[config.mk]
export PLATFORM = sky130hd
export DESIGN_NAME = vga_timing_gen
export DESIGN_NICKNAME = d
export VERILOG_FILES = /design/src/rtl/vga_pkg.sv /design/src/rtl/vga_pattern.sv /design/src/rtl/vga_timing_gen.sv
export SDC_FILE = /design/constraint.sdc
export NUM_CORES = 1
export LEC_CHECK = 0
export CAP_MARGIN = 30
export CORE_MARGIN = 2
export CORE_UTILIZATION = 35
export CTS_BUF_LIST = sky130_fd_sc_hd__clkbuf_8
export CTS_CLUSTER_DIAMETER = 150
export DETAILED_ROUTE_END_ITERATION = 8
export PLACE_DENSITY = 0.59
export SETUP_SLACK_MARGIN = 0.05
export SYNTH_ARGS = -nofsm -noshare
export SYNTH_HDL_FRONTEND = slang
export SYNTH_SLANG_ARGS = --single-unit
[constraint.sdc]
create_clock -name CLK1_50 -period 3.2 [get_ports CLK1_50]
set_input_delay 0.32 -clock CLK1_50 [delete_from_list [all_inputs] [get_ports CLK1_50]]
set_output_delay 0.32 -clock CLK1_50 [all_outputs]
set_load 0.03 [all_outputs]
[src/rtl/vga_pkg.sv]
// vga_pkg
// Shared definitions for the VGA timing generator slice.
//   mode_e      : output pattern selector (external, bars, grid, black)
//   DEF_*       : standard 640x480 timing constants
//   vgaTotal()  : total pixels per line or lines per frame from the four
//                 timing segments
//   ctrWidth()  : counter width able to hold 0..n-1 (never below one bit)
package vga_pkg;

  typedef enum logic [1:0] {
    MODE_EXT   = 2'b00,
    MODE_BARS  = 2'b01,
    MODE_GRID  = 2'b10,
    MODE_BLACK = 2'b11
  } mode_e;

  localparam int DEF_H_ACTIVE = 640;
  localparam int DEF_H_FP     = 16;
  localparam int DEF_H_SYNC   = 96;
  localparam int DEF_H_BP     = 48;
  localparam int DEF_V_ACTIVE = 480;
  localparam int DEF_V_FP     = 10;
  localparam int DEF_V_SYNC   = 2;
  localparam int DEF_V_BP     = 33;

  // One line (or one frame) is the active area followed by the front
  // porch, the sync pulse and the back porch.
  function automatic int vgaTotal(input int active, input int fp,
                                  input int sync, input int bp);
    return active + fp + sync + bp;
  endfunction

  // Width for a counter that runs 0..n-1; a one-value counter still
  // gets a single bit so every vector keeps a legal range.
  function automatic int ctrWidth(input int n);
    return (n > 1) ? $clog2(n) : 1;
  endfunction

endpackage

[src/rtl/vga_pattern.sv]
// vga_pattern
// Purely combinational colour source for the requested pixel.
//   mode_i                 : selected pattern
//   x_i, y_i               : requested column / line (0 outside active area)
//   pixR_i, pixG_i, pixB_i : external pixel data used in MODE_EXT
//   r_o, g_o, b_o          : selected colour
module vga_pattern
  import vga_pkg::*;
#(
  parameter int H_ACTIVE = DEF_H_ACTIVE,
  parameter int XW       = 10,
  parameter int YW       = 9,
  parameter int COLOR_W  = 4
) (
  input  mode_e              mode_i,
  input  logic [XW-1:0]      x_i,
  input  logic [YW-1:0]      y_i,
  input  logic [COLOR_W-1:0] pixR_i,
  input  logic [COLOR_W-1:0] pixG_i,
  input  logic [COLOR_W-1:0] pixB_i,
  output logic [COLOR_W-1:0] r_o,
  output logic [COLOR_W-1:0] g_o,
  output logic [COLOR_W-1:0] b_o
);

  logic [31:0] xWide;
  logic [31:0] yWide;
  logic [2:0]  barIdx;
  logic [2:0]  barBits;
  logic        onGrid;

  // Eight equal-width bars across the active area; inverting the index
  // makes bar 0 white and bar 7 black, with bit 2 on red and bit 0 on blue.
  // Grid lines fall on every 32nd column and line, widened to 32 bits so
  // narrow coordinate buses still work.
  assign xWide   = 32'(x_i);
  assign yWide   = 32'(y_i);
  assign barIdx  = 3'((xWide * 32'd8) / 32'(H_ACTIVE));
  assign barBits = ~barIdx;
  assign onGrid  = ((xWide & 32'd31) == 32'd0) || ((yWide & 32'd31) == 32'd0);

  // Pick the colour for the current mode, black unless a pattern says
  // otherwise.
  always_comb begin
    r_o = '0;
    g_o = '0;
    b_o = '0;
    case (mode_i)
      MODE_EXT: begin
        r_o = pixR_i;
        g_o = pixG_i;
        b_o = pixB_i;
      end
      MODE_BARS: begin
        r_o = {COLOR_W{barBits[2]}};
        g_o = {COLOR_W{barBits[1]}};
        b_o = {COLOR_W{barBits[0]}};
      end
      MODE_GRID: begin
        if (onGrid) begin
          r_o = '1;
          g_o = '1;
          b_o = '1;
        end
      end
      default: begin
      end
    endcase
  end

endmodule

[src/rtl/vga_timing_gen.sv]
// vga_timing_gen
// VGA raster timing with a pixel-request interface and registered outputs.
//   CLK1_50, RST           : clock, synchronous active-high reset
//   EN                     : run enable; when low the raster freezes and
//                            outputs blank with syncs inactive
//   MODE                   : 00 external, 01 bars, 10 grid, 11 black
//   REQ_X, REQ_Y, REQ_VALID: pixel currently requested (combinational)
//   PIX_R/G/B              : external pixel for the current request
//   VGA_R/G/B, VGA_HS/VS   : registered colour and syncs, one tick late
//   FRAME_START            : one-cycle pulse at the h=0,v=0 pixel tick
//   FRAME_CNT              : completed frames, wrapping at 16 bits
module vga_timing_gen
  import vga_pkg::*;
#(
  parameter int   H_ACTIVE = DEF_H_ACTIVE,
  parameter int   H_FP     = DEF_H_FP,
  parameter int   H_SYNC   = DEF_H_SYNC,
  parameter int   H_BP     = DEF_H_BP,
  parameter int   V_ACTIVE = DEF_V_ACTIVE,
  parameter int   V_FP     = DEF_V_FP,
  parameter int   V_SYNC   = DEF_V_SYNC,
  parameter int   V_BP     = DEF_V_BP,
  parameter int   CLK_DIV  = 2,
  parameter int   COLOR_W  = 4,
  parameter logic SYNC_POL = 1'b0
) (
  input  logic                        CLK1_50,
  input  logic                        RST,
  input  logic                        EN,
  input  logic [1:0]                  MODE,
  output logic [$clog2(H_ACTIVE)-1:0] REQ_X,
  output logic [$clog2(V_ACTIVE)-1:0] REQ_Y,
  output logic                        REQ_VALID,
  input  logic [COLOR_W-1:0]          PIX_R,
  input  logic [COLOR_W-1:0]          PIX_G,
  input  logic [COLOR_W-1:0]          PIX_B,
  output logic [COLOR_W-1:0]          VGA_R,
  output logic [COLOR_W-1:0]          VGA_G,
  output logic [COLOR_W-1:0]          VGA_B,
  output logic                        VGA_HS,
  output logic                        VGA_VS,
  output logic                        FRAME_START,
  output logic [15:0]                 FRAME_CNT
);

  localparam int H_TOTAL = vgaTotal(H_ACTIVE, H_FP, H_SYNC, H_BP);
  localparam int V_TOTAL = vgaTotal(V_ACTIVE, V_FP, V_SYNC, V_BP);
  localparam int XW      = $clog2(H_ACTIVE);
  localparam int YW      = $clog2(V_ACTIVE);
  localparam int HW      = ctrWidth(H_TOTAL);
  localparam int VW      = ctrWidth(V_TOTAL);
  localparam int DW      = ctrWidth(CLK_DIV);

  localparam logic [DW-1:0] DIV_LAST   = DW'(CLK_DIV - 1);
  localparam logic [HW-1:0] H_LAST     = HW'(H_TOTAL - 1);
  localparam logic [HW-1:0] H_ACT_LAST = HW'(H_ACTIVE - 1);
  localparam logic [HW-1:0] HS_FIRST   = HW'(H_ACTIVE + H_FP);
  localparam logic [HW-1:0] HS_LAST    = HW'(H_ACTIVE + H_FP + H_SYNC - 1);
  localparam logic [VW-1:0] V_LAST     = VW'(V_TOTAL - 1);
  localparam logic [VW-1:0] V_ACT_LAST = VW'(V_ACTIVE - 1);
  localparam logic [VW-1:0] VS_FIRST   = VW'(V_ACTIVE + V_FP);
  localparam logic [VW-1:0] VS_LAST    = VW'(V_ACTIVE + V_FP + V_SYNC - 1);

  logic [DW-1:0]      div_q, div_d;
  logic [HW-1:0]      h_q, h_d;
  logic [VW-1:0]      v_q, v_d;
  logic [15:0]        frameCnt_q, frameCnt_d;
  mode_e              mode_q, mode_d, modeSel;
  logic [COLOR_W-1:0] vgaR_q, vgaR_d, vgaG_q, vgaG_d, vgaB_q, vgaB_d;
  logic               hs_q, hs_d, vs_q, vs_d;
  logic [COLOR_W-1:0] patR, patG, patB;
  logic               ce, hLast, vLast, atOrigin, reqValid, hsActive, vsActive;

  // Pixel tick and raster decodes. Reset suppresses the tick so nothing
  // pulses while RST is held, even with CLK_DIV=1. The pixel at h=0,v=0
  // already uses the incoming MODE, so a new mode covers its whole frame.
  assign ce       = EN && !RST && (div_q == DIV_LAST);
  assign hLast    = (h_q == H_LAST);
  assign vLast    = (v_q == V_LAST);
  assign atOrigin = (h_q == '0) && (v_q == '0);
  assign reqValid = (h_q <= H_ACT_LAST) && (v_q <= V_ACT_LAST);
  assign hsActive = (h_q >= HS_FIRST) && (h_q <= HS_LAST);
  assign vsActive = (v_q >= VS_FIRST) && (v_q <= VS_LAST);
  assign modeSel  = atOrigin ? mode_e'(MODE) : mode_q;

  assign REQ_VALID = reqValid;
  assign REQ_X     = reqValid ? h_q[XW-1:0] : '0;
  assign REQ_Y     = reqValid ? v_q[YW-1:0] : '0;

  vga_pattern #(
    .H_ACTIVE (H_ACTIVE),
    .XW       (XW),
    .YW       (YW),
    .COLOR_W  (COLOR_W)
  ) u_pattern (
    .mode_i (modeSel),
    .x_i    (REQ_X),
    .y_i    (REQ_Y),
    .pixR_i (PIX_R),
    .pixG_i (PIX_G),
    .pixB_i (PIX_B),
    .r_o    (patR),
    .g_o    (patG),
    .b_o    (patB)
  );

  // Next-state logic. With EN low everything holds except the outputs,
  // which blank with syncs parked inactive. With EN high the divider
  // free-runs and each tick steps the raster and loads colour and syncs
  // for the same h,v so they stay aligned one tick behind the request.
  always_comb begin
    div_d      = div_q;
    h_d        = h_q;
    v_d        = v_q;
    frameCnt_d = frameCnt_q;
    mode_d     = mode_q;
    vgaR_d     = vgaR_q;
    vgaG_d     = vgaG_q;
    vgaB_d     = vgaB_q;
    hs_d       = hs_q;
    vs_d       = vs_q;
    if (!EN) begin
      vgaR_d = '0;
      vgaG_d = '0;
      vgaB_d = '0;
      hs_d   = ~SYNC_POL;
      vs_d   = ~SYNC_POL;
    end else begin
      div_d = (div_q == DIV_LAST) ? '0 : div_q + 1'b1;
      if (ce) begin
        h_d = hLast ? '0 : h_q + 1'b1;
        if (hLast) begin
          v_d = vLast ? '0 : v_q + 1'b1;
          if (vLast) begin
            frameCnt_d = frameCnt_q + 16'd1;
          end
        end
        if (atOrigin) begin
          mode_d = modeSel;
        end
        vgaR_d = reqValid ? patR : '0;
        vgaG_d = reqValid ? patG : '0;
        vgaB_d = reqValid ? patB : '0;
        hs_d   = hsActive ? SYNC_POL : ~SYNC_POL;
        vs_d   = vsActive ? SYNC_POL : ~SYNC_POL;
      end
    end
  end

  // State and output registers; reset wins over EN and restarts the
  // raster at the top-left with outputs blank.
  always_ff @(posedge CLK1_50) begin
    if (RST) begin
      div_q      <= '0;
      h_q        <= '0;
      v_q        <= '0;
      frameCnt_q <= '0;
      mode_q     <= MODE_EXT;
      vgaR_q     <= '0;
      vgaG_q     <= '0;
      vgaB_q     <= '0;
      hs_q       <= ~SYNC_POL;
      vs_q       <= ~SYNC_POL;
    end else begin
      div_q      <= div_d;
      h_q        <= h_d;
      v_q        <= v_d;
      frameCnt_q <= frameCnt_d;
      mode_q     <= mode_d;
      vgaR_q     <= vgaR_d;
      vgaG_q     <= vgaG_d;
      vgaB_q     <= vgaB_d;
      hs_q       <= hs_d;
      vs_q       <= vs_d;
    end
  end

  assign VGA_R       = vgaR_q;
  assign VGA_G       = vgaG_q;
  assign VGA_B       = vgaB_q;
  assign VGA_HS      = hs_q;
  assign VGA_VS      = vs_q;
  assign FRAME_CNT   = frameCnt_q;
  assign FRAME_START = ce && atOrigin;

endmodule
==> impl_metrics.toml <==
[worst_setup_path]
crit_path_start = "h_q[7]$_SDFFE_PP0P_"
crit_arrival_ps = 2350
critical_path_required_ps = 2880
slowest_stage = "dfxtp_1"
r2r_start = "h_q[8]$_SDFFE_PP0P_"
cp.depth = 4
reg2reg_depth = 6
crit_path_max_incr_delay_ps = 640
worst_path_dominant_cell_family = "buffers and inverters"
cp_num_buf_inv = 2
cp_cell_sequence = "o21ai_0 -> nand2_1 -> inv_1 -> clkdlybuf4s50_1"
startpoint_type = "flip-flop"
worstSetupPathType = "flip-flop to primary output"
worst-path-max-fanout = 12
setup.worst_path.end_class = "primary output"

[run]
drv_cap = 0

[sta]
timing.fmax_mhz = 375
maxSlewHeadroom = 0.521
tns_ps = 0
fin_skew_ps = 9.93
worst_pin_slew_ps = 711
setup_violations = 0
slew_violations = 0
hold_viol_final = 0
fin_crit_sh = 0.834
rsz0062_at_grt = "false"
min_period_ps = 2670

[placed_design]
hpwl_um = 6130
globalplace.congestion = 0.892
placed_cells = 527
port_buffers = 67

[yosys]
ys_warn_count = 0
synthArstFlopShare = 0
ys_types = 49
synth_seq_cells = 53
synth_cells = 369
synth_nets = 392
synth_area_um2 = 3020
synth-edff-count = 0
postSynthAreaPerCell_um2 = 8.18
ys_seq_area_frac = 0.351
ys.flop_type = "dfxtp_1"

[floorplanning]
die_w_um = 96.9
rows = 33
io_pins = 68
die_area_um2 = 9380
coreArea_um2 = 8300
start_util = 0.364
die_h_um = 96.9

[clocking]
cts_root_buf = "clkbuf_8"
cts.reportedPaths.clkPinSlew_ps = 90
cts_tree = "yes"
cts_buffers = 5
post_cts_buffers = 0
cts_resized = 0
cts_sinks = 53
cts_buffer_depth = 2
ctsHoldBuffers = 0
cts_max_level = 2
worstSkewPairLatency_ps = 310

[cells_and_area]
drive_gt1_frac = 0.0605
area_growth_pct = 28.5
seqCellArea_um2 = 1060
fillers = 807
n_antenna_cell = 0
nNetsFinal = 452
multi_input_area_um2 = 1820
layout.cells.non_filler = 535

[route]
num_vias = 2860
first_pass_iters = 4
wl_per_cell_um = 15.4
drc = 0
via_per_inst = 5.35
final_antenna_net_count = 0
drt-initial-drc-count = 118
routed_wl_um = 8260

[global_routing]
groute.usage.overall = 0.178
grt_pass1_wl_um = 14200
antenna_found_initial = 0
grt-ovfl-total = 0
grt_pass1_vias = 2886
grt_max_degree = 34

[status]
outcome = "finished clean"

[pwr]
seqPwrFrac = 0.579
power.density_nw_per_um2 = 298
clockPowerShare = 0.328
internal-power_uw = 865
switching_power_uw = 290
leakagePower_uw = 0.00135
pwr-share-comb = 0.093
swShare = 0.251
irDropWorstVdd_mv = 0.220

[min_path]
hold_start = "VGA_R[2]$_SDFFE_PP0P_"
hold_depth = 1
hold_path_class = "flip-flop to flip-flop"
==> power by group through the flow <==
stage | Sequential (uW) | Clock (uW) | Combinational, uW
after global routing | 670 | 418 | 117
final | 668 | 378 | 108
after floorplan | 688 | 0 | 54.4
after global placement | 684 | 0 | 106
after CTS | 668 | 389 | 108
after detailed placement | 684 | 0 | 107
==> path summary, 6_finish.rpt <==
check | slack, ps | end
max | 530 | REQ_VALID
min | 490 | VGA_R[2]$_SDFFE_PP0P_
max reg2reg | 610 | FRAME_CNT[9]$_SDFFE_PP0P_
min reg2reg | 490 | VGA_R[2]$_SDFFE_PP0P_
==> worst register-to-register path: stages (launching register included) <==
cell	delay, ps
dfxtp_1	600
or3b_1	410
or2_1	280
or4_1	690
nor4_4	300
xnor2_1	160
nor2_1	50
==> cells in the mapped netlist (5+ instances only) <==
library cell / count / area (um2)
nor3_1: 16 / 80.1
ha_1: 6 / 75.1
clkbuf_1: 17 / 63.8
or3_1: 9 / 56.3
nor4_1: 5 / 31.3
xor2_1: 10 / 87.6
inv_1: 13 / 48.8
and3_1: 14 / 87.6
a21boi_0: 10 / 75.1
nand2_1: 25 / 93.8
nand2b_1: 16 / 100
nor2_1: 42 / 158
o21ai_0: 15 / 75.1
a21oi_1: 14 / 70.1
nand3_1: 14 / 70.1
nand4_1: 8 / 50.1
a221oi_1: 9 / 78.8
xnor2_1: 18 / 158
dfxtp_1: 53 / 1060
==> layout by cell type (no fill, tap or decap), drive strengths merged, types with 2 or more instances in the layout <==
cell / n
inv: 14
o211ai: 3
and2: 3
a21oi: 14
nand4: 8
nand3: 14
a221o: 4
mux2i: 2
a21boi: 10
a221oi: 9
xnor2: 18
and3: 14
or3: 9
nor3: 16
o2111ai: 2
dfxtp: 53
nand2b: 16
o21ai: 15
nand2: 25
buf: 9
or4: 2
and4: 4
clkdlybuf4s50: 66
clkbuf: 5
ha: 6
nor2b: 4
or2: 5
o31ai: 3
nor2: 42
xor2: 10
nor4: 10
clkinvlp: 2
==> layer usage <==
layer	part of all wire	GRT usage	wire, um
met1	0.46	0.227	3780
met2	0.49	0.309	4040
met3	0.039	0.0311	319
met4	0.015	0.0509	125
met5	0	0	0
==> metrics by stage <==
step	setup WS [ps]	util	area, um2	power (uW)	hold slack (ps)
after global placement	607	0.457	3790	790	474
after CTS	542	0.467	3880	1170	497
after global routing	390	0.467	3880	1210	529
after detailed placement	565	0.457	3790	791	470
after floorplan	694	-	3020	742	457
final	530	0.467	3880	1150	492
==> final cells by class <==
cell class | instances | area share
Clock buffer | 5 | 0.0177
Multi-Input combinational cell | 281 | 0.470
Timing Repair Buffer | 75 | 0.188
Tap cell | 105 | 0.0339
Clock inverter | 3 | 0.00484
Sequential cell | 53 | 0.274
Inverter | 13 | 0.0126
==> flip-flops by register name (all words and copies together), names as in the netlist <==
signal and flops:
FRAME_CNT 16, VGA_HS 1, div_q 1, VGA_VS 1, VGA_G 4, h_q 10, VGA_R 4, mode_q 2
v_q 10, VGA_B 4
==> kinds of logic (layout without fill, tap and decap cells) <==
| family | after synthesis | count (layout) | share of synthesized area |
|---|---|---|---|
| AOI/OAI and AO/OA | 68 | 68 | 0.165 |
| DFF | 53 | 53 | 0.351 |
| xor gates and xnor gates | 28 | 28 | 0.0812 |
| buffers and inverters | 35 | 96 | 0.0452 |
| adders and majority gates | 7 | 7 | 0.0282 |
| muxes | 2 | 2 | 0.00663 |
| and+or+nand+nor | 176 | 176 | 0.322 |
Note: power is estimated with default switching activity, not from simulation.
